## config.mk

```make
export PLATFORM = sky130hd
export DESIGN_NAME = fifo_wptr_handler_flat
export DESIGN_NICKNAME = d
export VERILOG_FILES = /design/src/rtl/fifo_pkg.sv /design/src/rtl/fifo_wptr_handler_if.sv /design/src/rtl/ptr_sync.sv /design/src/rtl/fifo_wptr_handler.sv /design/src/flat_wrapper.sv
export SDC_FILE = /design/constraint.sdc
export NUM_CORES = 1
export LEC_CHECK = 0
export CORE_MARGIN = 2
export CORE_UTILIZATION = 44
export CTS_BUF_LIST = sky130_fd_sc_hd__clkbuf_8
export DETAILED_ROUTE_END_ITERATION = 16
export PLACE_DENSITY = 0.88
export SYNTH_ARGS = -nofsm -noshare
export SYNTH_HDL_FRONTEND = slang
export SYNTH_SLANG_ARGS = --single-unit
export TNS_END_PERCENT = 30
```

## constraint.sdc

```tcl
create_clock -name wclk -period 2.05 [get_ports wclk]
set_input_delay 0.41 -clock wclk [delete_from_list [all_inputs] [get_ports wclk]]
set_output_delay 0.41 -clock wclk [all_outputs]
set_load 0.01 [all_outputs]
```

## src/rtl/fifo_pkg.sv

```systemverilog
// fifo_pkg: constants and Gray-code helpers shared by the write- and
// read-pointer handlers of the asynchronous FIFO.
//   FIFO_DEPTH      default number of FIFO entries (power of two)
//   FIFO_PTR_WIDTH  default log2(FIFO_DEPTH); pointers carry one extra wrap bit
//   PTR_MAX_W       widest pointer the helpers handle; callers zero-extend
//                   into it and slice the low bits back out
package fifo_pkg;

  localparam int FIFO_DEPTH     = 8;
  localparam int FIFO_PTR_WIDTH = 3;
  localparam int PTR_MAX_W      = 16;

  function automatic logic [PTR_MAX_W-1:0] bin2gray(input logic [PTR_MAX_W-1:0] b);
    return b ^ (b >> 1);
  endfunction

  // Leading zeros in a zero-extended Gray value decode to leading zeros,
  // so the wide conversion is exact for any narrower pointer.
  function automatic logic [PTR_MAX_W-1:0] gray2bin(input logic [PTR_MAX_W-1:0] g);
    logic [PTR_MAX_W-1:0] b;
    b[PTR_MAX_W-1] = g[PTR_MAX_W-1];
    for (int i = PTR_MAX_W - 2; i >= 0; i--) begin
      b[i] = b[i+1] ^ g[i];
    end
    return b;
  endfunction

endpackage

```

## src/rtl/fifo_wptr_handler_if.sv

```systemverilog
// fifo_wptr_handler_if: producer-side bundle of the FIFO write-pointer handler.
//   w_en, ovf_clr, g_rptr            driven by the producer / read domain
//   b_wptr, g_wptr, full, almost_full,
//   wr_level, wr_ack, overflow       driven by the write-pointer handler
// Modports: master = producer side, slave = fifo_wptr_handler.
interface fifo_wptr_handler_if #(
  parameter int PTR_WIDTH = 3
);
  logic                 w_en;
  logic                 ovf_clr;
  logic [PTR_WIDTH:0]   g_rptr;
  logic [PTR_WIDTH:0]   b_wptr;
  logic [PTR_WIDTH:0]   g_wptr;
  logic                 full;
  logic                 almost_full;
  logic [PTR_WIDTH:0]   wr_level;
  logic                 wr_ack;
  logic                 overflow;

  modport master (
    output w_en, ovf_clr, g_rptr,
    input  b_wptr, g_wptr, full, almost_full, wr_level, wr_ack, overflow
  );

  modport slave (
    input  w_en, ovf_clr, g_rptr,
    output b_wptr, g_wptr, full, almost_full, wr_level, wr_ack, overflow
  );
endinterface

```

## src/rtl/ptr_sync.sv

```systemverilog
// ptr_sync: two-flop synchronizer for a Gray-coded pointer crossing into
// the clk domain. Only one bit changes per pointer step, so a sampled value
// is always either the old or the new pointer.
//   clk  destination clock
//   rst  asynchronous active-high reset, clears both stages
//   d    pointer from the foreign clock domain
//   q    synchronized pointer (two clk edges of latency)
module ptr_sync #(
  parameter int WIDTH = 4
) (
  input  logic             clk,
  input  logic             rst,
  input  logic [WIDTH-1:0] d,
  output logic [WIDTH-1:0] q
);

  logic [WIDTH-1:0] meta;

  always_ff @(posedge clk or posedge rst) begin
    if (rst) begin
      meta <= '0;
      q    <= '0;
    end else begin
      meta <= d;
      q    <= meta;
    end
  end

endmodule

```

## src/rtl/fifo_wptr_handler.sv

```systemverilog
// fifo_wptr_handler: write-side pointer logic of an asynchronous FIFO.
// Keeps binary and Gray write pointers, synchronizes the read pointer,
// and produces registered full / almost_full / level / ack / overflow.
// Ports:
//   wclk  write-domain clock (only clock of the block)
//   wrst  asynchronous active-high reset
//   wif   fifo_wptr_handler_if.slave: w_en, ovf_clr, g_rptr in;
//         b_wptr, g_wptr, full, almost_full, wr_level, wr_ack, overflow out
// Configuration macro: FIFO_WPTR_ALMOST_FULL_EN builds the almost_full
// comparator (level >= AF_THRESH); without it almost_full is tied to 0.
module fifo_wptr_handler
  import fifo_pkg::*;
#(
  parameter int DEPTH     = FIFO_DEPTH,
  parameter int PTR_WIDTH = FIFO_PTR_WIDTH,
  parameter int AF_THRESH = 6
) (
  input  logic               wclk,
  input  logic               wrst,
  fifo_wptr_handler_if.slave wif
);

  if (DEPTH != (1 << PTR_WIDTH) || AF_THRESH < 1 || AF_THRESH > DEPTH - 1
      || PTR_WIDTH < 2 || PTR_WIDTH + 1 > PTR_MAX_W) begin : g_param_check
    $error("fifo_wptr_handler: inconsistent DEPTH/PTR_WIDTH/AF_THRESH");
  end

  logic [PTR_WIDTH:0]   g_rptr_sync;
  logic [PTR_WIDTH:0]   rptr_w;
  logic [PTR_WIDTH:0]   g_rptr_full;
  logic [PTR_WIDTH:0]   b_wptr_next;
  logic [PTR_WIDTH:0]   g_wptr_next;
  logic [PTR_WIDTH:0]   level_next;
  logic [PTR_MAX_W-1:0] rptr_wide;
  logic [PTR_MAX_W-1:0] gwptr_wide;
  logic                 accept;
  logic                 full_next;
  logic                 af_next;

  ptr_sync #(.WIDTH(PTR_WIDTH + 1)) u_rptr_sync (
    .clk (wclk),
    .rst (wrst),
    .d   (wif.g_rptr),
    .q   (g_rptr_sync)
  );

  always_comb begin
    accept      = wif.w_en & ~wif.full;
    b_wptr_next = wif.b_wptr + {{PTR_WIDTH{1'b0}}, accept};
    gwptr_wide  = bin2gray(PTR_MAX_W'(b_wptr_next));
    g_wptr_next = gwptr_wide[PTR_WIDTH:0];
    rptr_wide   = gray2bin(PTR_MAX_W'(g_rptr_sync));
    rptr_w      = rptr_wide[PTR_WIDTH:0];
    // In Gray code, "DEPTH ahead of the read pointer" means the two MSBs
    // are inverted and the remaining bits match.
    g_rptr_full = {~g_rptr_sync[PTR_WIDTH -: 2], g_rptr_sync[PTR_WIDTH-2:0]};
    full_next   = (g_wptr_next == g_rptr_full);
    // Modular subtraction makes pointer wrap-around transparent.
    level_next  = b_wptr_next - rptr_w;
`ifdef FIFO_WPTR_ALMOST_FULL_EN
    af_next     = (level_next >= (PTR_WIDTH + 1)'(AF_THRESH));
`else
    af_next     = 1'b0;
`endif
  end

  always_ff @(posedge wclk or posedge wrst) begin
    if (wrst) begin
      wif.b_wptr      <= '0;
      wif.g_wptr      <= '0;
      wif.full        <= 1'b0;
      wif.almost_full <= 1'b0;
      wif.wr_level    <= '0;
      wif.wr_ack      <= 1'b0;
      wif.overflow    <= 1'b0;
    end else begin
      wif.b_wptr      <= b_wptr_next;
      wif.g_wptr      <= g_wptr_next;
      wif.full        <= full_next;
      wif.almost_full <= af_next;
      wif.wr_level    <= level_next;
      wif.wr_ack      <= accept;
      // A write attempt while full outranks a clear in the same cycle.
      if (wif.w_en && wif.full) begin
        wif.overflow <= 1'b1;
      end else if (wif.ovf_clr) begin
        wif.overflow <= 1'b0;
      end
    end
  end

endmodule

```

## src/flat_wrapper.sv

```systemverilog
// flat-port wrapper written by rule: the top's interface ports become plain ports
module fifo_wptr_handler_flat import fifo_pkg::*;
#(
  parameter int DEPTH     = FIFO_DEPTH,
  parameter int PTR_WIDTH = FIFO_PTR_WIDTH,
  parameter int AF_THRESH = 6
)
  (wclk, wrst, wif_w_en, wif_ovf_clr, wif_g_rptr, wif_b_wptr, wif_g_wptr, wif_full, wif_almost_full, wif_wr_level, wif_wr_ack, wif_overflow);
  fifo_wptr_handler_if #(.PTR_WIDTH(PTR_WIDTH)) wif_i ();
  input  logic wclk;
  input  logic wrst;
  input wire logic [$bits(wif_i.w_en)-1:0] wif_w_en;
  input wire logic [$bits(wif_i.ovf_clr)-1:0] wif_ovf_clr;
  input wire logic [$bits(wif_i.g_rptr)-1:0] wif_g_rptr;
  output wire logic [$bits(wif_i.b_wptr)-1:0] wif_b_wptr;
  output wire logic [$bits(wif_i.g_wptr)-1:0] wif_g_wptr;
  output wire logic [$bits(wif_i.full)-1:0] wif_full;
  output wire logic [$bits(wif_i.almost_full)-1:0] wif_almost_full;
  output wire logic [$bits(wif_i.wr_level)-1:0] wif_wr_level;
  output wire logic [$bits(wif_i.wr_ack)-1:0] wif_wr_ack;
  output wire logic [$bits(wif_i.overflow)-1:0] wif_overflow;
  assign wif_i.w_en = wif_w_en;
  assign wif_i.ovf_clr = wif_ovf_clr;
  assign wif_i.g_rptr = wif_g_rptr;
  assign wif_b_wptr = wif_i.b_wptr;
  assign wif_g_wptr = wif_i.g_wptr;
  assign wif_full = wif_i.full;
  assign wif_almost_full = wif_i.almost_full;
  assign wif_wr_level = wif_i.wr_level;
  assign wif_wr_ack = wif_i.wr_ack;
  assign wif_overflow = wif_i.overflow;
  fifo_wptr_handler #(.DEPTH(DEPTH), .PTR_WIDTH(PTR_WIDTH), .AF_THRESH(AF_THRESH)) u_core (.wclk(wclk), .wrst(wrst), .wif(wif_i));
endmodule
```

* Yosys cells after proc, flatten, opt, wreduce, memory -nomap -nowiden
Cells that the tools add are included.
** Storage, ports and cells
- Bits in registers :: 23
- Input bits :: 8
- Output and inout bits :: 16
- Logic and storage cells :: 22
** Cells by class
- Add/sub/neg operators :: 2
- Equality and inequality tests :: 1
- Muxes and demuxes :: 2
- Bitwise operators :: 7
- Reductions and logical operators :: 2
** Operators with widths (count)
- $add A4 B1 Y4 :: 1
- $eq A4 B4 Y1 :: 1
- $sub A4 B4 Y4 :: 1
- $xor A4 B3 Y4 :: 1
- $xor A1 B1 Y1 :: 3
- $mux W1 :: 2
- $not A2 Y2 :: 1
- $reduce_bool A2 Y1 :: 1
- $and A1 B1 Y1 :: 1
- $logic_and A1 B1 Y1 :: 1
- $not A1 Y1 :: 1

* Logic depth before layout (Yosys ltp)
- Word-level depth :: 5
- Gate-level depth with buffers :: 9
- Depth with buffers taken out :: 9

* Modules after synthesis
Synthesis repeated with hierarchy kept, for this count alone.
** Unflattened totals
- Cells, all modules :: 63
- Area total of the unflattened synthesis :: 877.1 um2
** By module, submodules not included
- fifo_wptr_handler :: instances 1, cells an instance 54, area an instance 673.1 um2, seq. area each 350.3 um2
- ptr_sync :: instances 1, cells an instance 9, area an instance 203.9 um2, seq. area each 200.2 um2

* Least setup slack after synthesis
Ideal clock, no wire load.
- Path type :: input port to flip-flop
- Start :: input wif_w_en
- End :: register u_core.wif.wr_level[3]
- Setup time :: 131 ps
- Data arrival time :: 2042 ps
- Required time :: 1919 ps
- Slack :: -123 ps
- Cell stages on the path :: 9
- Buffers on the path :: 0
- Cell sequence :: nor2b_1 -> ha_1 -> ha_1 -> ha_1 -> nor2b_1 -> o21ai_1 -> a211oi_1 -> a31oi_1 -> xnor2_1
** Between the ends
- Word-level cells in the longest chain between the ends :: 3
** Ends and longest elaborated chain
- from (decl) :: RTL line flat_wrapper.sv:12 : input wire logic [$bits(wif_i.w_en)-1:0] wif_w_en;
- $and A1 B1 Y1 :: RTL line fifo_wptr_handler.sv:48 : accept = wif.w_en & ~wif.full;
- $add A4 B1 Y4 :: RTL line fifo_wptr_handler.sv:49 : b_wptr_next = wif.b_wptr + {{PTR_WIDTH{1'b0}}, accept};
- via u_core.b_wptr_next[1] :: RTL line fifo_wptr_handler.sv:31 : logic [PTR_WIDTH:0] b_wptr_next;
- $sub A4 B4 Y4 :: RTL line fifo_wptr_handler.sv:59 : level_next = b_wptr_next - rptr_w;
- via u_core.level_next[3] :: RTL line fifo_wptr_handler.sv:33 : logic [PTR_WIDTH:0] level_next;
- to (signal assigned) :: RTL line fifo_wptr_handler.sv:81 : wif.wr_level <= level_next;
- to (decl) :: RTL line fifo_wptr_handler_if.sv:27 : output b_wptr, g_wptr, full, almost_full, wr_level, wr_ack, overflow
The timed path passes the listed nets, and every way through them passes these cells.
A chain may end at the register's enable or synchronous reset.

* Final worst setup path
- Start :: register u_core.wif.full
- End :: register u_core.wif.full
** Between the ends
- Word-level cells in the longest chain between the ends :: 5
** Ends and longest elaborated chain
- from (decl) :: RTL line fifo_wptr_handler_if.sv:27
- from (signal assigned) :: RTL line fifo_wptr_handler.sv:79 : wif.full <= full_next;
- $not A1 Y1 :: RTL line fifo_wptr_handler.sv:48
- $and A1 B1 Y1 :: RTL line fifo_wptr_handler.sv:48
- via u_core.accept :: RTL line fifo_wptr_handler.sv:36 : logic accept;
- $add A4 B1 Y4 :: RTL line fifo_wptr_handler.sv:49
- via u_core.b_wptr_next[2] :: RTL line fifo_wptr_handler.sv:31
- $xor A4 B3 Y4 :: RTL line fifo_pkg.sv:14 : return b ^ (b >> 1);
- via u_core.gwptr_wide[1] :: RTL line fifo_wptr_handler.sv:35 : logic [PTR_MAX_W-1:0] gwptr_wide;
- $eq A4 B4 Y1 :: RTL line fifo_wptr_handler.sv:57 : full_next = (g_wptr_next == g_rptr_full);
- via u_core.full_next :: RTL line fifo_wptr_handler.sv:37 : logic full_next;
The timed path passes the listed nets, and every way through them passes these cells.

==> key figures <==
Logic synthesis
  • Cell Area, Synth: 880 sq um
  • Synth top area cells: dfrtp_1, xor2_1, xnor2_1, ha_1, inv_1
  • Sequential-to-total area share from yosys stat: 62.6%
  • Register bit total from synthesis: 22
  • Net Count, Synth: just under 80
  • Top cell type's share of synthesized area: 62.6%
  • Netlist cell types: 19
  • Post-Syn Instances: 65
  • Synthesis warning total: 0
  • Avg Inst Size Synth: around 14 sq um
  • Area leader, netlist: dfrtp_1

STA
  • Setup TNS: 0 ns
  • Clk_skew: approximately 0.0077 ns
  • RSZ-0062 raised after global routing: true
  • Fmax: 0.491 GHz
  • Final setup fails: 0
  • Max-slew violations: 0
  • Min Tclk post-route: between 2 and 2.5 ns
  • Period Utilization, post-route: between 90 and 100%
  • Final Hold Violating Endpoints: 0

Setup path
  • Crit end category: flip-flop
  • Reg2Reg Depth: 7
  • CP required: around 2.2 ns
  • R2R setup slack: roughly 0.015 ns
  • Worst Path Max Fanout: 5
  • Setup crit end: u_core.wif.full$_DFF_PP0_
  • Slowest cell on the critical path: dfrtp_1
  • Crit Reg-Reg Startpoint: u_core.wif.full$_DFF_PP0_
  • Biggest cell delay along the critical path: 0.41 ns
  • WP data arrival: 2.17 ns
  • Setup Crit Path Kind: flip-flop to flip-flop
  • Crit start category: flip-flop
  • Worst path cell trace: nor2b_4, ha_4, ha_4, xor2_4, xor2_1, xor2_1, nor4_1
  • Crit. Startpoint: u_core.wif.full$_DFF_PP0_
  • Reg2reg end: u_core.wif.full$_DFF_PP0_

Clocking
  • Clock latency on the worst-skew pair: approximately 0.27 ns
  • CTS tree: done
  • Clk buf depth: 2
  • Clock-pin slew on the worst setup and hold paths: 0.08 ns
  • Clk sinks: 22
  • H-tree Lvls: 1
  • Hold_buf cts: 0
  • Cts bufs inserted: 3
  • Clk root buf: clkbuf_8

Place
  • Gp weighted congestion: between 0.7 and 0.8
  • Detailed Place HPWL: 1.14 mm
  • Buffers on Ports: 22

Run
  • Max-cap violations: 0

Power and ir drop
  • Total Power: 2360 uW
  • Comb pwr share: a little over half
  • Max VDD drop: 0.767 mV
  • Clock power share: between 10% and 20%
  • Sw Ratio: 34.2%
  • Sequential Power Share: 28.2%
  • Cell-internal power: 1550 uW
  • Net switching power: between 800 and 900 uW
  • Static Leak: 0.000618 uW
  • PD cells: 1690 mW/mm^2

Routing
  • Vias after detailed routing: around 590
  • Via-per-instance ratio: approximately 4.5
  • WL/cell: 13.0 um
  • Iter 0 DRT Violations: 5
  • Final WL: 1.70 mm
  • DRC viols: 0
  • Router iterations before antenna repair: 2
  • ANT nets after route: 0

Die
  • Die area: 0.00237 sq mm
  • Die Y: 48.7 um
  • Core ar.: 0.00192 sq mm
  • Chip width: 48.7 um
  • I/O pin total: 24
  • Rows: 16
  • Starting Density: a little under half

GRT
  • Vias in the first global route: 621
  • Initial antenna violation count: 0
  • Largest net degree at the start of global routing: 23
  • Total track usage: 15.7%
  • GR Overflow Total: 0
  • First-pass GRT wire length: 2.70 mm

Finish
  • Filler cells: approximately 140
  • Final Net Count: 117
  • Antenna diode count: 0
  • Leading cell type in the layout, fill and taps excluded: dfrtp_1
  • Multi-input logic area: 395 sq um
  • Area added between synthesis and finish: 58.9%
  • Share of layout cells above drive strength 1: 30.1%
  • Util after Layout: 72.7%
  • Register Area: 551 sq um
  • Most frequent cells in the layout: dfrtp_1, clkdlybuf4s50_1, buf_4

Run status
  • Outcome: complete, no violations

Min path
  • Worst min path class: flip-flop to flip-flop
[registers in the layout, summed over array words and instances (netlist names)]
| register | count |
|---|---|
| u_core.u_rptr_sync.q | 4 |
| u_core.wif.full | 1 |
| u_core.u_rptr_sync.meta | 4 |
| u_core.wif.overflow | 1 |
| u_core.wif.b_wptr | 4 |
| u_core.wif.wr_level | 4 |
| u_core.wif.g_wptr | 3 |
| u_core.wif.wr_ack | 1 |
[how the worst min path moves through the flow]
stage	start	end	slack, ns	depth (start not counted)
after global routing	u_core.u_rptr_sync.meta[2]$_DFF_PP0_	u_core.u_rptr_sync.q[2]$_DFF_PP0_	0.36	0
after CTS	u_core.u_rptr_sync.meta[3]$_DFF_PP0_	u_core.u_rptr_sync.q[3]$_DFF_PP0_	0.36	0
after floorplan	u_core.u_rptr_sync.meta[0]$_DFF_PP0_	u_core.u_rptr_sync.q[0]$_DFF_PP0_	0.33	0
final	u_core.u_rptr_sync.meta[2]$_DFF_PP0_	u_core.u_rptr_sync.q[2]$_DFF_PP0_	0.35	0
after global placement	u_core.u_rptr_sync.meta[0]$_DFF_PP0_	u_core.u_rptr_sync.q[0]$_DFF_PP0_	0.33	0
after detailed placement	u_core.u_rptr_sync.meta[3]$_DFF_PP0_	u_core.u_rptr_sync.q[3]$_DFF_PP0_	0.34	0
[layer usage]
| metal | vias up | wire length (um) | track usage [%] |
|---|---|---|---|
| li1 | 275 | - | - |
| met1 | 288 | 636 | 16.0 |
| met2 | 23 | 956 | 29.9 |
| met3 | 3 | 74 | 2.78 |
| met4 | 0 | 29 | 8.57 |
| met5 | - | 0 | 0 |
[worst max-delay path, delay by kind of cell (launching register included)]
kind	cells	cell delay, ns
xor+xnor	3	0.65
fa+ha+maj	2	0.32
flops	1	0.41
simple gates	2	0.53
[area by class of cell]
type	count	share of cell area, %
Tap cell	27	2.42
Multi-Input combinational cell	35	28.3
Inverter	6	1.61
Sequential cell	22	39.4
Timing Repair Buffer	36	23.2
Clock inverter	1	2.15
Clock buffer	3	2.95
[cell usage after synthesis, drive strengths merged]
cell    instances
xor2           10
buf             2
nand3           1
nor3            1
a211oi          1
o21ai           2
dfrtp          22
ha              4
inv             6
a31oi           1
nand2b          1
nor4            1
fa              1
nor2b           2
xnor2           6
nand2           3
conb            1
[repair_timing]
item | CTS | global route
pin swaps | 5 | 1
setup buffers | 1 | 2
resized for setup | 13 | 3
setup endpoints to repair | 3 | 2
[per-stage QoR]
stage	hold WS, ns	std cells	worst slack (ns)	cell area, sq um
after global routing	0.362	130	-0.101	1400
after global placement	0.333	123	-0.504	1220
final	0.354	130	0.0151	1400
after detailed placement	0.337	123	-0.572	1220
after CTS	0.356	128	0.00624	1370
after floorplan	0.331	65	0.00430	895
[cell families (layout without fill, tap and decap cells)]
group           Yosys count  count (layout)  share of synthesized area, %
flops                    22              22                          62.6
xor+xnor                 16              16                          16.8
simple gates              9               9                          5.26
buf+inv                   8              46                          4.27
fa+ha+maj                 5               5                          7.97
compound gates            4               4                          2.70
other cells               1               1                         0.426
[power by group through the flow]
| stage | clock network, uW | logic [uW] | registers, uW |
|---|---|---|---|
| 5_1_grt | 417 | 1390 | 687 |
| 3_5_place_dp | 0 | 1080 | 664 |
| 2_1_floorplan | 0 | 538 | 719 |
| 4_1_cts | 402 | 1230 | 669 |
| 3_3_place_gp | 0 | 1040 | 654 |
| 6_report | 400 | 1300 | 667 |
Note: power is estimated with default switching activity, not from simulation.
